### src/rtl/pipe_hazard_ctrl_if.sv
// Hazard-controller bundle: decode/EX/MEM hazard inputs towards the controller,
// pipeline-register enables, flushes and status back to the core.
interface pipe_hazard_ctrl_if #(
  parameter int CNT_W = 16
);
  logic [4:0]       i_idRs1;
  logic [4:0]       i_idRs2;
  logic             i_exMemRead;
  logic [4:0]       i_exRd;
  logic             i_memRedirect;
  logic             i_dmemReq;
  logic             i_dmemReady;

  logic             o_pcWrite;
  logic             o_pcSel;
  logic             o_ifidWrite;
  logic             o_ifidFlush;
  logic             o_idexWrite;
  logic             o_idexFlush;
  logic             o_exmemWrite;
  logic             o_exmemFlush;
  logic             o_memwbBubble;
  logic             o_memTimeout;
  logic [CNT_W-1:0] o_stallCnt;
  logic [CNT_W-1:0] o_flushCnt;

  modport master (
    output i_idRs1, i_idRs2, i_exMemRead, i_exRd, i_memRedirect, i_dmemReq, i_dmemReady,
    input  o_pcWrite, o_pcSel, o_ifidWrite, o_ifidFlush, o_idexWrite, o_idexFlush,
           o_exmemWrite, o_exmemFlush, o_memwbBubble, o_memTimeout, o_stallCnt, o_flushCnt
  );

  modport slave (
    input  i_idRs1, i_idRs2, i_exMemRead, i_exRd, i_memRedirect, i_dmemReq, i_dmemReady,
    output o_pcWrite, o_pcSel, o_ifidWrite, o_ifidFlush, o_idexWrite, o_idexFlush,
           o_exmemWrite, o_exmemFlush, o_memwbBubble, o_memTimeout, o_stallCnt, o_flushCnt
  );
endinterface

### src/rtl/pipe_hazard_ctrl.sv
// Sequencing controller for the 5-stage RV32I pipeline: boot hold, memory-wait stall,
// MEM redirect flush, load-use interlock, wait watchdog and saturating perf counters.
module pipe_hazard_ctrl #(
  parameter int BOOT_CYCLES = 4,
  parameter int MAX_WAIT    = 16,
  parameter int CNT_W       = 16
) (
  input  logic              i_clk,
  input  logic              i_rst,
  pipe_hazard_ctrl_if.slave bus
);

  localparam int BW = $clog2(BOOT_CYCLES + 1);
  localparam int WW = $clog2(MAX_WAIT + 1);

  typedef enum logic {BOOT = 1'b0, RUN = 1'b1} state_t;

  state_t           state, state_nxt;
  logic [BW-1:0]    boot_cnt;
  logic [WW-1:0]    wait_cnt;
  logic [WW-1:0]    wait_cnt_inc;
  logic             timeout;
  logic [CNT_W-1:0] stall_cnt;
  logic [CNT_W-1:0] flush_cnt;

  logic mem_wait;
  logic load_use;
  logic redirect_eff;
  logic stall_evt;

  function automatic logic [CNT_W-1:0] sat_inc_cnt(input logic [CNT_W-1:0] v);
    return (&v) ? v : v + CNT_W'(1);
  endfunction

  function automatic logic [WW-1:0] sat_inc_wait(input logic [WW-1:0] v);
    return (v == WW'(MAX_WAIT)) ? v : v + WW'(1);
  endfunction

  // Hazard qualification; only meaningful once the pipeline is running
  always_comb begin
    mem_wait     = (state == RUN) && bus.i_dmemReq && !bus.i_dmemReady;
    load_use     = bus.i_exMemRead && (bus.i_exRd != 5'd0) &&
                   ((bus.i_exRd == bus.i_idRs1) || (bus.i_exRd == bus.i_idRs2));
    redirect_eff = (state == RUN) && !mem_wait && bus.i_memRedirect;
    // A redirect squashes the dependent instruction, so its load-use is not a stall
    stall_evt    = mem_wait || ((state == RUN) && !bus.i_memRedirect && load_use);
    wait_cnt_inc = sat_inc_wait(wait_cnt);
  end

  always_ff @(posedge i_clk) begin
    if (i_rst) state <= BOOT;
    else       state <= state_nxt;
  end

  always_comb begin
    state_nxt = state;
    if ((state == BOOT) && (boot_cnt == '0)) state_nxt = RUN;
  end

  always_comb begin
    bus.o_pcWrite     = 1'b1;
    bus.o_pcSel       = 1'b0;
    bus.o_ifidWrite   = 1'b1;
    bus.o_ifidFlush   = 1'b0;
    bus.o_idexWrite   = 1'b1;
    bus.o_idexFlush   = 1'b0;
    bus.o_exmemWrite  = 1'b1;
    bus.o_exmemFlush  = 1'b0;
    bus.o_memwbBubble = 1'b0;
    if (state == BOOT) begin
      bus.o_pcWrite     = 1'b0;
      bus.o_ifidWrite   = 1'b0;
      bus.o_ifidFlush   = 1'b1;
      bus.o_idexFlush   = 1'b1;
      bus.o_exmemFlush  = 1'b1;
      bus.o_memwbBubble = 1'b1;
    end else if (mem_wait) begin
      bus.o_pcWrite     = 1'b0;
      bus.o_ifidWrite   = 1'b0;
      bus.o_idexWrite   = 1'b0;
      bus.o_exmemWrite  = 1'b0;
      bus.o_memwbBubble = 1'b1;
    end else if (bus.i_memRedirect) begin
      bus.o_pcSel       = 1'b1;
      bus.o_ifidFlush   = 1'b1;
      bus.o_idexFlush   = 1'b1;
      bus.o_exmemFlush  = 1'b1;
    end else if (load_use) begin
      bus.o_pcWrite     = 1'b0;
      bus.o_ifidWrite   = 1'b0;
      bus.o_idexFlush   = 1'b1;
    end
  end

  // Boot countdown, wait watchdog and perf counters
  always_ff @(posedge i_clk) begin
    if (i_rst) begin
      boot_cnt  <= BW'(BOOT_CYCLES - 1);
      wait_cnt  <= '0;
      timeout   <= 1'b0;
      stall_cnt <= '0;
      flush_cnt <= '0;
    end else begin
      if ((state == BOOT) && (boot_cnt != '0)) boot_cnt <= boot_cnt - BW'(1);
      wait_cnt <= mem_wait ? wait_cnt_inc : '0;
      if (mem_wait && (wait_cnt_inc == WW'(MAX_WAIT))) timeout <= 1'b1;
      if (stall_evt)    stall_cnt <= sat_inc_cnt(stall_cnt);
      if (redirect_eff) flush_cnt <= sat_inc_cnt(flush_cnt);
    end
  end

  assign bus.o_memTimeout = timeout;
  assign bus.o_stallCnt   = stall_cnt;
  assign bus.o_flushCnt   = flush_cnt;

endmodule

### src/flat_wrapper.sv
// flat-port wrapper written by rule: the top's interface ports become plain ports
module pipe_hazard_ctrl_flat 
#(
  parameter int BOOT_CYCLES = 4,
  parameter int MAX_WAIT    = 16,
  parameter int CNT_W       = 16
)
  (i_clk, i_rst, bus_i_idRs1, bus_i_idRs2, bus_i_exMemRead, bus_i_exRd, bus_i_memRedirect, bus_i_dmemReq, bus_i_dmemReady, bus_o_pcWrite, bus_o_pcSel, bus_o_ifidWrite, bus_o_ifidFlush, bus_o_idexWrite, bus_o_idexFlush, bus_o_exmemWrite, bus_o_exmemFlush, bus_o_memwbBubble, bus_o_memTimeout, bus_o_stallCnt, bus_o_flushCnt);
  pipe_hazard_ctrl_if #(.CNT_W(CNT_W)) bus_i ();
  input  logic i_clk;
  input  logic i_rst;
  input wire logic [$bits(bus_i.i_idRs1)-1:0] bus_i_idRs1;
  input wire logic [$bits(bus_i.i_idRs2)-1:0] bus_i_idRs2;
  input wire logic [$bits(bus_i.i_exMemRead)-1:0] bus_i_exMemRead;
  input wire logic [$bits(bus_i.i_exRd)-1:0] bus_i_exRd;
  input wire logic [$bits(bus_i.i_memRedirect)-1:0] bus_i_memRedirect;
  input wire logic [$bits(bus_i.i_dmemReq)-1:0] bus_i_dmemReq;
  input wire logic [$bits(bus_i.i_dmemReady)-1:0] bus_i_dmemReady;
  output wire logic [$bits(bus_i.o_pcWrite)-1:0] bus_o_pcWrite;
  output wire logic [$bits(bus_i.o_pcSel)-1:0] bus_o_pcSel;
  output wire logic [$bits(bus_i.o_ifidWrite)-1:0] bus_o_ifidWrite;
  output wire logic [$bits(bus_i.o_ifidFlush)-1:0] bus_o_ifidFlush;
  output wire logic [$bits(bus_i.o_idexWrite)-1:0] bus_o_idexWrite;
  output wire logic [$bits(bus_i.o_idexFlush)-1:0] bus_o_idexFlush;
  output wire logic [$bits(bus_i.o_exmemWrite)-1:0] bus_o_exmemWrite;
  output wire logic [$bits(bus_i.o_exmemFlush)-1:0] bus_o_exmemFlush;
  output wire logic [$bits(bus_i.o_memwbBubble)-1:0] bus_o_memwbBubble;
  output wire logic [$bits(bus_i.o_memTimeout)-1:0] bus_o_memTimeout;
  output wire logic [$bits(bus_i.o_stallCnt)-1:0] bus_o_stallCnt;
  output wire logic [$bits(bus_i.o_flushCnt)-1:0] bus_o_flushCnt;
  assign bus_i.i_idRs1 = bus_i_idRs1;
  assign bus_i.i_idRs2 = bus_i_idRs2;
  assign bus_i.i_exMemRead = bus_i_exMemRead;
  assign bus_i.i_exRd = bus_i_exRd;
  assign bus_i.i_memRedirect = bus_i_memRedirect;
  assign bus_i.i_dmemReq = bus_i_dmemReq;
  assign bus_i.i_dmemReady = bus_i_dmemReady;
  assign bus_o_pcWrite = bus_i.o_pcWrite;
  assign bus_o_pcSel = bus_i.o_pcSel;
  assign bus_o_ifidWrite = bus_i.o_ifidWrite;
  assign bus_o_ifidFlush = bus_i.o_ifidFlush;
  assign bus_o_idexWrite = bus_i.o_idexWrite;
  assign bus_o_idexFlush = bus_i.o_idexFlush;
  assign bus_o_exmemWrite = bus_i.o_exmemWrite;
  assign bus_o_exmemFlush = bus_i.o_exmemFlush;
  assign bus_o_memwbBubble = bus_i.o_memwbBubble;
  assign bus_o_memTimeout = bus_i.o_memTimeout;
  assign bus_o_stallCnt = bus_i.o_stallCnt;
  assign bus_o_flushCnt = bus_i.o_flushCnt;
  pipe_hazard_ctrl #(.BOOT_CYCLES(BOOT_CYCLES), .MAX_WAIT(MAX_WAIT), .CNT_W(CNT_W)) u_core (.i_clk(i_clk), .i_rst(i_rst), .bus(bus_i));
endmodule
### config.mk
export PLATFORM = sky130hd
export DESIGN_NAME = pipe_hazard_ctrl_flat
export DESIGN_NICKNAME = d
export VERILOG_FILES = /design/src/rtl/pipe_hazard_ctrl_if.sv /design/src/rtl/pipe_hazard_ctrl.sv /design/src/flat_wrapper.sv
export SDC_FILE = /design/constraint.sdc
export NUM_CORES = 1
export LEC_CHECK = 0
export ABC_AREA = 0
export CORE_MARGIN = 2
export CORE_UTILIZATION = 52
export CTS_CLUSTER_SIZE = 8
export DETAILED_ROUTE_END_ITERATION = 7
export PLACE_DENSITY = 0.85
export SYNTH_ARGS = -nofsm -noshare
export SYNTH_HDL_FRONTEND = slang
export SYNTH_SLANG_ARGS = --single-unit
### constraint.sdc
create_clock -name i_clk -period 4.3 [get_ports i_clk]
set_input_delay 1.29 -clock i_clk [delete_from_list [all_inputs] [get_ports i_clk]]
set_output_delay 1.29 -clock i_clk [all_outputs]
set_load 0.05 [all_outputs]
Word-level counts from Yosys, hierarchy flattened
Index checks and enable logic that the tools add are counted.
{"block": "word_totals", "register_bits": 42, "in_bits": 21, "output_inout_bits": 42, "word_cells": 59}
{"block": "op_classes", "add_sub_neg": 4, "n_eq_ne": 4, "muxes": 17, "bitwise": 4, "reduce_logical": 24}
{"op": "adder 16 x 1 -> 16 bit (second input constant)", "count": 2}
{"op": "AND reduction 16 bit", "count": 2}
{"op": "2-to-1 mux 1 bit", "count": 16}
{"op": "logical AND 1 bit", "count": 11}
{"op": "equality test 5 bit", "count": 2}
{"op": "equality test 5 bit (second input constant)", "count": 2}
{"op": "adder 5 x 1 -> 5 bit (second input constant)", "count": 1}
{"op": "2-to-1 mux 5 bit", "count": 1}
{"op": "nonzero test 5 bit", "count": 1}
{"op": "inverter 1 bit", "count": 4}
{"op": "AND reduction 2 bit", "count": 2}
{"op": "logical NOT 1 bit", "count": 3}
{"op": "logical NOT 3 bit", "count": 1}
{"op": "nonzero test 3 bit", "count": 1}
{"op": "subtractor 3 x 1 -> 3 bit (second input constant)", "count": 1}
{"op": "logical OR 1 bit", "count": 2}
{"op": "OR reduction 2 bit", "count": 1}

Logic depth before layout (Yosys ltp)
Gate-level depths: netlist of the first run.
{"block": "logic_depth", "word_depth": 7, "mapped_depth": 9, "ltp_nobuf": 8}

Least setup slack after synthesis of the first run
OpenSTA, ideal clock, no wires.
{"block": "synth_timing", "path_kind": "in2out", "startpoint": "input port bus_i_exRd[0]", "endpoint": "output port bus_o_pcWrite", "arrival_time_ns": 3.202, "t_required_ns": 3.010, "slack_ns": -0.192, "cell_stages": 5, "n_path_buf": 1, "cell_sequence": "or4_1 -> o21ai_1 -> nor2_1 -> a21oi_1 -> buf_4"}
{"block": "synth_between", "elab_chain_len": 7, "word_cells_on_any_way": 10, "classes_between": "eq/ne: 2; mux: 4; reduce/logical: 4"}
{"element": "start, declared", "line": "flat_wrapper.sv:15", "text": "input wire logic [$bits(bus_i.i_exRd)-1:0] bus_i_exRd;"}
{"element": "equality test 5 bit / nonzero test 5 bit (equally long branches)", "line": "pipe_hazard_ctrl.sv:43, pipe_hazard_ctrl.sv:42"}
{"element": "logical OR 1 bit / logical AND 1 bit (equally long branches)", "line": "pipe_hazard_ctrl.sv:43, pipe_hazard_ctrl.sv:42"}
{"element": "logical AND 1 bit *", "line": "pipe_hazard_ctrl.sv:42", "text": "load_use = bus.i_exMemRead && (bus.i_exRd != 5'd0) &&"}
{"element": "2-to-1 mux 1 bit * (4 in a row)"}
{"element": "end, declared", "line": "flat_wrapper.sv:19", "text": "output wire logic [$bits(bus_i.o_pcWrite)-1:0] bus_o_pcWrite;"}
Mark *: on every way between the ends. The rest lies on a longest branch, timed or not.

Worst setup path in the final report of the first run
{"block": "layout_timing", "startpoint": "input port bus_i_exRd[0]", "endpoint": "output port bus_o_idexFlush"}
{"block": "layout_between", "elab_chain_len": 7, "word_cells_on_any_way": 10, "classes_between": "eq/ne: 2; mux: 4; reduce/logical: 4"}
{"element": "equality test 5 bit / nonzero test 5 bit (equally long branches)", "line": "pipe_hazard_ctrl.sv:43, pipe_hazard_ctrl.sv:42"}
{"element": "logical OR 1 bit / logical AND 1 bit (equally long branches)", "line": "pipe_hazard_ctrl.sv:43, pipe_hazard_ctrl.sv:42"}
{"element": "logical AND 1 bit *", "line": "pipe_hazard_ctrl.sv:42"}
{"element": "2-to-1 mux 1 bit *", "line": "pipe_hazard_ctrl.sv:88", "text": "end else if (load_use) begin"}
{"element": "2-to-1 mux 1 bit *", "line": "pipe_hazard_ctrl.sv:83", "text": "end else if (bus.i_memRedirect) begin"}
{"element": "2-to-1 mux 1 bit *", "line": "pipe_hazard_ctrl.sv:77", "text": "end else if (mem_wait) begin"}
{"element": "2-to-1 mux 1 bit *", "line": "pipe_hazard_ctrl.sv:70", "text": "if (state == BOOT) begin"}
{"element": "end, declared", "line": "flat_wrapper.sv:24", "text": "output wire logic [$bits(bus_i.o_idexFlush)-1:0] bus_o_idexFlush;"}
Marks and branches as above.

==> results of run 1 <==
## synthesized netlist by cell type, drive strengths merged (5+ instances only)
library cell / number / share of area [%]
dfxtp: 42 / 36
or3: 6 / 1.8
a21oi: 21 / 4.6
nand3: 19 / 4.1
nor3: 13 / 3.0
nor2: 34 / 5.5
ha: 6 / 3.3
buf: 6 / 1.6
nand2: 11 / 1.8
xor2: 15 / 5.7
o21ai: 11 / 2.4
clkbuf: 6 / 0.98
and4: 6 / 2.3
nand2b: 5 / 1.4
or4: 9 / 2.9
inv: 18 / 2.9
xnor2: 12 / 4.6
o31ai: 8 / 2.8
## metal layers
layer / wire (um) / vias up
met5: 0 / -
li1: - / 1119
met1: 2440 / 1050
met3: 256 / 9
met2: 2850 / 55
met4: 78 / 0
## layout by cell type, fill, tap and decap left out, types with 5 or more instances in the layout
master	synthesis	routed
xor2_1	15	14
clkbuf_8	0	5
nand2_1	11	11
buf_12	0	5
inv_1	17	17
dfxtp_1	42	42
and4_1	6	6
o21ai_0	9	9
buf_4	3	10
or4_1	9	8
nand2b_1	5	5
o31ai_1	7	7
nor2_1	34	33
or3_1	5	5
a21oi_1	21	20
nor3_1	12	12
nand3_1	19	19
ha_1	6	6
xnor2_1	12	12
clkdlybuf4s50_1	0	52
## cell type report
class | instances | area (um^2)
multi-input cells | 208 | 1380
fillers | 330 | 1140
flip-flops and latches | 42 | 841
repair buffers | 69 | 719
clock buffers | 5 | 68.8
inverters | 18 | 67.6
well taps | 52 | 65.1
clock inverters | 3 | 43.8
## per-stage QoR
stage	std cells	utilization [%]
finish	397	73.6
global route	397	73.6
CTS	396	72.6
detailed placement	388	70.0
global placement	388	70.0
floorplan	280	-
## report_power, final
part | internal, W | switching, W
Combinational | 0.0000838 | 0.000108
Sequential | 0.000402 | 0.00000959
Clock | 0.000174 | 0.000153
## flip-flops by register name, summed over array words and instances (netlist names)
name                     flops
u_core.boot_cnt              3
u_core.state                 1
u_core.bus.o_memTimeout      1
u_core.bus.o_flushCnt       16
u_core.bus.o_stallCnt       16
u_core.wait_cnt              5
## worst min path at each step
| stage | slack, ps | endpoint |
|---|---|---|
| 4_1_cts | 450 | u_core.bus.o_memTimeout |
| 6_report | 450 | u_core.bus.o_memTimeout |
| 3_5_place_dp | 440 | u_core.bus.o_memTimeout |
| 5_1_grt | 480 | u_core.bus.o_memTimeout |
| 2_1_floorplan | 460 | u_core.boot_cnt[1] |
| 3_3_place_gp | 440 | u_core.bus.o_memTimeout |
## logic make-up after synthesis
logic type | synth area share (%)
AOI/OAI and AO/OA | 15.5
xor gates and xnor gates | 10.2
adders and majority gates | 3.25
buffers and inverters | 5.47
DFF | 36.4
muxes | 2.33
and+or+nand+nor | 26.8
## worst reg2reg max path: cells and delay by family (launching register included)
kind                       cells  cell delay [ps]
adders and majority gates      1              240
buffers and inverters          1              270
DFF                            1              430
muxes                          1              330
and+or+nand+nor                4             1180
## what timing repair did
action | CTS | global route
resized for setup | 0 | 8
setup buffers | 0 | 1
setup endpoints to repair | 0 | 3
==> key figures, run 1 <==
Outcome
  • Outcome: completed

Run
  • Max Cap Viol: 0

STA
  • Final max-slew violation count: 0
  • Post-route setup TNS: 0 ps
  • PnR worst setup slack: 13.0 ps
  • Fmax: 233 MHz
  • Worst-Margin Slew: 644 ps
  • Minimum clock period: 4290 ps
  • Tcrit/Tclk final: 99.7%
  • Slew HR: 56.6%
  • Final hold vios: 0
  • Hold_ws: ~450 ps
  • Final Setup Violations: 0
  • Setup Skew: 12.8 ps

Synth
  • Synth Instances: 280
  • Synthesized area per cell: 8.25 um^2
  • Mapped Area: 2310 um^2
  • Synth Flop Type: dfxtp_1
  • YS warnings: 0
  • Cell variety after synth: 45
  • Post-synth ARST share: 0%
  • Synthesized Nets: between 300 and 400
  • Number of synthesized flops with an enable pin: 0
  • Synth Register Bits: 42
  • Sequential-to-total area share from yosys stat: 36.4%

Die
  • CORE AREA: 4320 um^2
  • Die Ht: between 70 and 80 um
  • Starting density of the core: 53.4%
  • Cell Rows: 24
  • Die ar.: 4990 um^2
  • I/O Pins: 63
  • Die W: 70.6 um

Clock network
  • Clock Sinks: between 40 and 50
  • Maximum buffer depth of the clock tree: 2
  • Htree depth: 2
  • Root Buffer: clkbuf_8
  • Clock Latency Late Sink: 310 ps
  • Clock slew at reported path FFs: 80 ps
  • Post-CTS Hold Fix Bufs: 0
  • CTS tree: yes
  • Num CTS Buffers: 5

Route
  • Vias post-DR: 2,233
  • Vias per std cell: 5.62
  • DRT Pass-1 Iters: 5
  • DR WL/cell: 14.2 um
  • Final ANT Viol Nets: 0
  • Final wirelength: 5620 um
  • Residual DRC count: 0
  • DR iter-0 viols: roughly 130

GRT
  • Met1 Use GR: between 20% and 30%
  • Met2 global-route usage: 39.7%
  • Most Crowded Layer GR: met2
  • Met3 Use GR: 4.13%
  • Gr ovfl total: 0
  • Number of antenna violations at the first check in global routing: 0
  • Global-route wire length before repair: 9240 um
  • GRT Total Usage: approximately 23%
  • Largest net degree at the start of global routing: 21
  • Vias in the first global route: ~2,100

Worst setup path
  • Largest delay share family, worst path: simple AND/OR/NAND/NOR gates
  • Buffers and inverters on the worst path: 2
  • Critical path capture point: bus_o_idexFlush
  • Worst Reg-to-Reg Cells: 7
  • Crit-path cells: clkdlybuf4s50_1, or4_4, o21ai_4, nor2_2, o31a_1, buf_6
  • Req. time, crit path: 3010 ps
  • Reg-to-Reg End: u_core.bus.o_stallCnt[6]
  • Slowest stage delay, CP: 570 ps
  • Max Fanout on Critical Path: 2
  • CP Capture Type: output port
  • FF-to-FF setup slack: approximately 1700 ps
  • CP startpoint: bus_i_exRd[0]
  • Stages on worst setup path: 6
  • Crit path DAT: 3000 ps
  • Worst setup SP type: input pin
  • Setup Crit Path Kind: in -> out
  • Origin of the critical flop-to-flop path: u_core.bus.o_stallCnt[0]
  • Crit-path slowest cell: or4_4

Power
  • P_leak: roughly 1.1 nW
  • Total power: around 0.00093 W
  • Maximum vdd drop: 239 uV
  • Pwr dens: between 200 and 300 nW/um^2

Layout
  • Layout net count: 371
  • Area grow syn2layout: 37.9%
  • Diode count: 0
  • Layout cells sized above 1: 11.0%
  • Post-Layout Inst Area: between 3000 and 4000 um^2

Placement
  • Pre-CTS WS: 5.16 ps
  • Final HPWL DP: 4100 um
  • Routability congestion estimate: 0.813
  • Number of I/O port buffers: 62
  • DP Area: 3030 um^2

Min path
  • Hold crit path type: reg -> reg
  • Hold Path Origin: u_core.bus.o_memTimeout
  • Min-Delay Path Depth: 2
Power figures use the tool's default switching activity.
==> inputs of run 2 (changes only) <==
--- a/config.mk
+++ b/config.mk
@@ -7,10 +7,10 @@
 export LEC_CHECK = 0
 export ABC_AREA = 0
 export CORE_MARGIN = 2
-export CORE_UTILIZATION = 52
+export CORE_UTILIZATION = 50
 export CTS_CLUSTER_SIZE = 8
 export DETAILED_ROUTE_END_ITERATION = 7
-export PLACE_DENSITY = 0.85
+export PLACE_DENSITY = 0.83
 export SYNTH_ARGS = -nofsm -noshare
 export SYNTH_HDL_FRONTEND = slang
 export SYNTH_SLANG_ARGS = --single-unit
==> key figures, run 2 (synthesis gave the netlist of run 1 again) <==
STA
  • Slew HR: 54.1% (was 56.6%)
  • Setup Skew: 3.24 ps (was 12.8 ps)
  • Final hold vios: 0 (unchanged)
  • Final Setup Violations: 0 (unchanged)
  • Final max-slew violation count: 0 (unchanged)
  • Fmax: 235 MHz (was 233 MHz)
  • Worst-Margin Slew: 681 ps (was 644 ps)
  • Minimum clock period: 4260 ps (was 4290 ps)
  • Tcrit/Tclk final: 99.1% (was 99.7%)

Placement
  • Number of I/O port buffers: 62 (unchanged)
  • Final HPWL DP: 4010 um (was 4100 um)
  • Routability congestion estimate: 0.789 (was 0.813)
  • Cells after DPL: 387 (was 388)

GRT
  • Gr ovfl total: 0 (unchanged)
  • GRT Total Usage: 22.4% (was 22.6%)
  • Global-route wire length before repair: 9310 um (was 9240 um)
  • Vias in the first global route: 2,074 (was 2,085)
  • Largest net degree at the start of global routing: 21 (unchanged)
  • Number of antenna violations at the first check in global routing: 0 (unchanged)

Layout
  • Final non-filler cell total: 396 (was 397)
  • Most frequent cells in the layout: clkdlybuf4s50_1, dfxtp_1, nor2_1 (unchanged)
  • Diode count: 0 (unchanged)
  • Layout cells sized above 1: 9.88% (was 11.0%)
  • Layout net count: 370 (was 371)
  • Final core occ: 71.4% (was 73.6%)
  • Commonest non-fill, non-tap cell in the layout: clkdlybuf4s50_1 (unchanged)
  • Area grow syn2layout: 36.5% (was 37.9%)

Clock network
  • Root Buffer: clkbuf_8 (unchanged)
  • CTS tree: yes (unchanged)
  • Clock Sinks: 42 (unchanged)
  • Htree depth: 2 (unchanged)
  • Clock slew at reported path FFs: 80 ps (about the same)
  • Maximum buffer depth of the clock tree: 2 (unchanged)
  • Post-CTS Hold Fix Bufs: 0 (unchanged)
  • Clock Latency Late Sink: 300 ps (was 310 ps)
  • Num CTS Buffers: 5 (unchanged)

Route
  • Residual DRC count: 0 (unchanged)
  • DR iter-0 viols: 153 (was 132)
  • Final wirelength: 5540 um (was 5620 um)
  • Final ANT Viol Nets: 0 (unchanged)
  • Vias per std cell: 5.63 (was 5.62)
  • Vias post-DR: 2,230 (was 2,233)
  • DR WL/cell: 14.0 um (was 14.2 um)
  • DRT Pass-1 Iters: 4 (was 5)

Die
  • Cell Rows: 24 (unchanged)
  • Die ar.: 5180 um^2 (was 4990 um^2)
  • Die Ht: 72.0 um (was 70.6 um)
  • I/O Pins: 63 (unchanged)
  • CORE AREA: 4410 um^2 (was 4320 um^2)
  • Die W: 72.0 um (was 70.6 um)
  • Starting density of the core: 52.3% (was 53.4%)

Run
  • Max Cap Viol: 0 (unchanged)

Worst setup path
  • Setup Crit Path Kind: in -> out (unchanged)
  • CP Capture Type: output port (unchanged)
  • Crit path DAT: 2970 ps (was 3000 ps)
  • Worst setup SP type: input pin (unchanged)
  • Req. time, crit path: 3010 ps (about the same)
  • Max Fanout on Critical Path: 2 (unchanged)

Power
  • Pwr dens: 289 nW/um^2 (was 292 nW/um^2)
  • Maximum vdd drop: 210 uV (was 239 uV)
  • P_leak: 1.07 nW (was 1.09 nW)

Outcome
  • Outcome: completed (unchanged)

Min path
  • Hold crit path type: reg -> reg (unchanged)
[run 2: worst paths after layout]
path              cells after the start  slack, ps                  endpoint                startpoint
setup / recovery                      6         40           bus_o_idexFlush             bus_i_exRd[3]
hold / removal                        2        450   u_core.bus.o_memTimeout   u_core.bus.o_memTimeout
setup reg to reg                      7       1750  u_core.bus.o_stallCnt[6]  u_core.bus.o_stallCnt[0]
hold reg to reg                       2        450   u_core.bus.o_memTimeout   u_core.bus.o_memTimeout
[run 2: layer usage]
layer  wire, um  vias up  global-route usage [%]
met5          0        -                       0
met4         85        0                    6.92
met3        297       11                    5.83
met2       2830       64                    39.2
met1       2320     1040                    27.1
li1           -     1115                       -
[run 2: metrics by stage]
step	hold slack, ps	power (W)	setup slack [ps]	TNS (ps)	instance area (um^2)
2_1_floorplan	465	0.000534	53.8	0	2310
3_3_place_gp	437	0.000602	79.3	0	3020
3_5_place_dp	447	0.000607	40.6	0	3020
4_1_cts	457	0.000914	24.3	0	3120
5_1_grt	490	0.000949	-13.5	-13.5	3150
6_report	449	0.000910	37.2	0	3150
[run 2: critical path: stages]
cell             delay, ps
clkdlybuf4s50_1        440
or4_4                  530
o21ai_2                200
nor2_2                  80
o31a_1                 240
buf_4                  190
[run 2: area by class of cell]
type                       instances  area, um^2
clock buffer                       7        76.3
clock inverter                     1        30.0
fill                             364        1260
inverter                          18        67.6
multi-input combinational        208        1360
sequential                        42         841
tap                               52        65.1
timing repair buffer              68         708
[run 2: repair_timing]
action | CTS | global route
resized for setup | 0 | 5
endpoints found under the setup margin | 0 | 3
setup buffers | 0 | 1
[run 2: where the power goes]
part | switching [W] | internal [W]
combinational | 0.000107 | 0.0000819
sequential | 0.0000101 | 0.000402
clock | 0.000136 | 0.000174
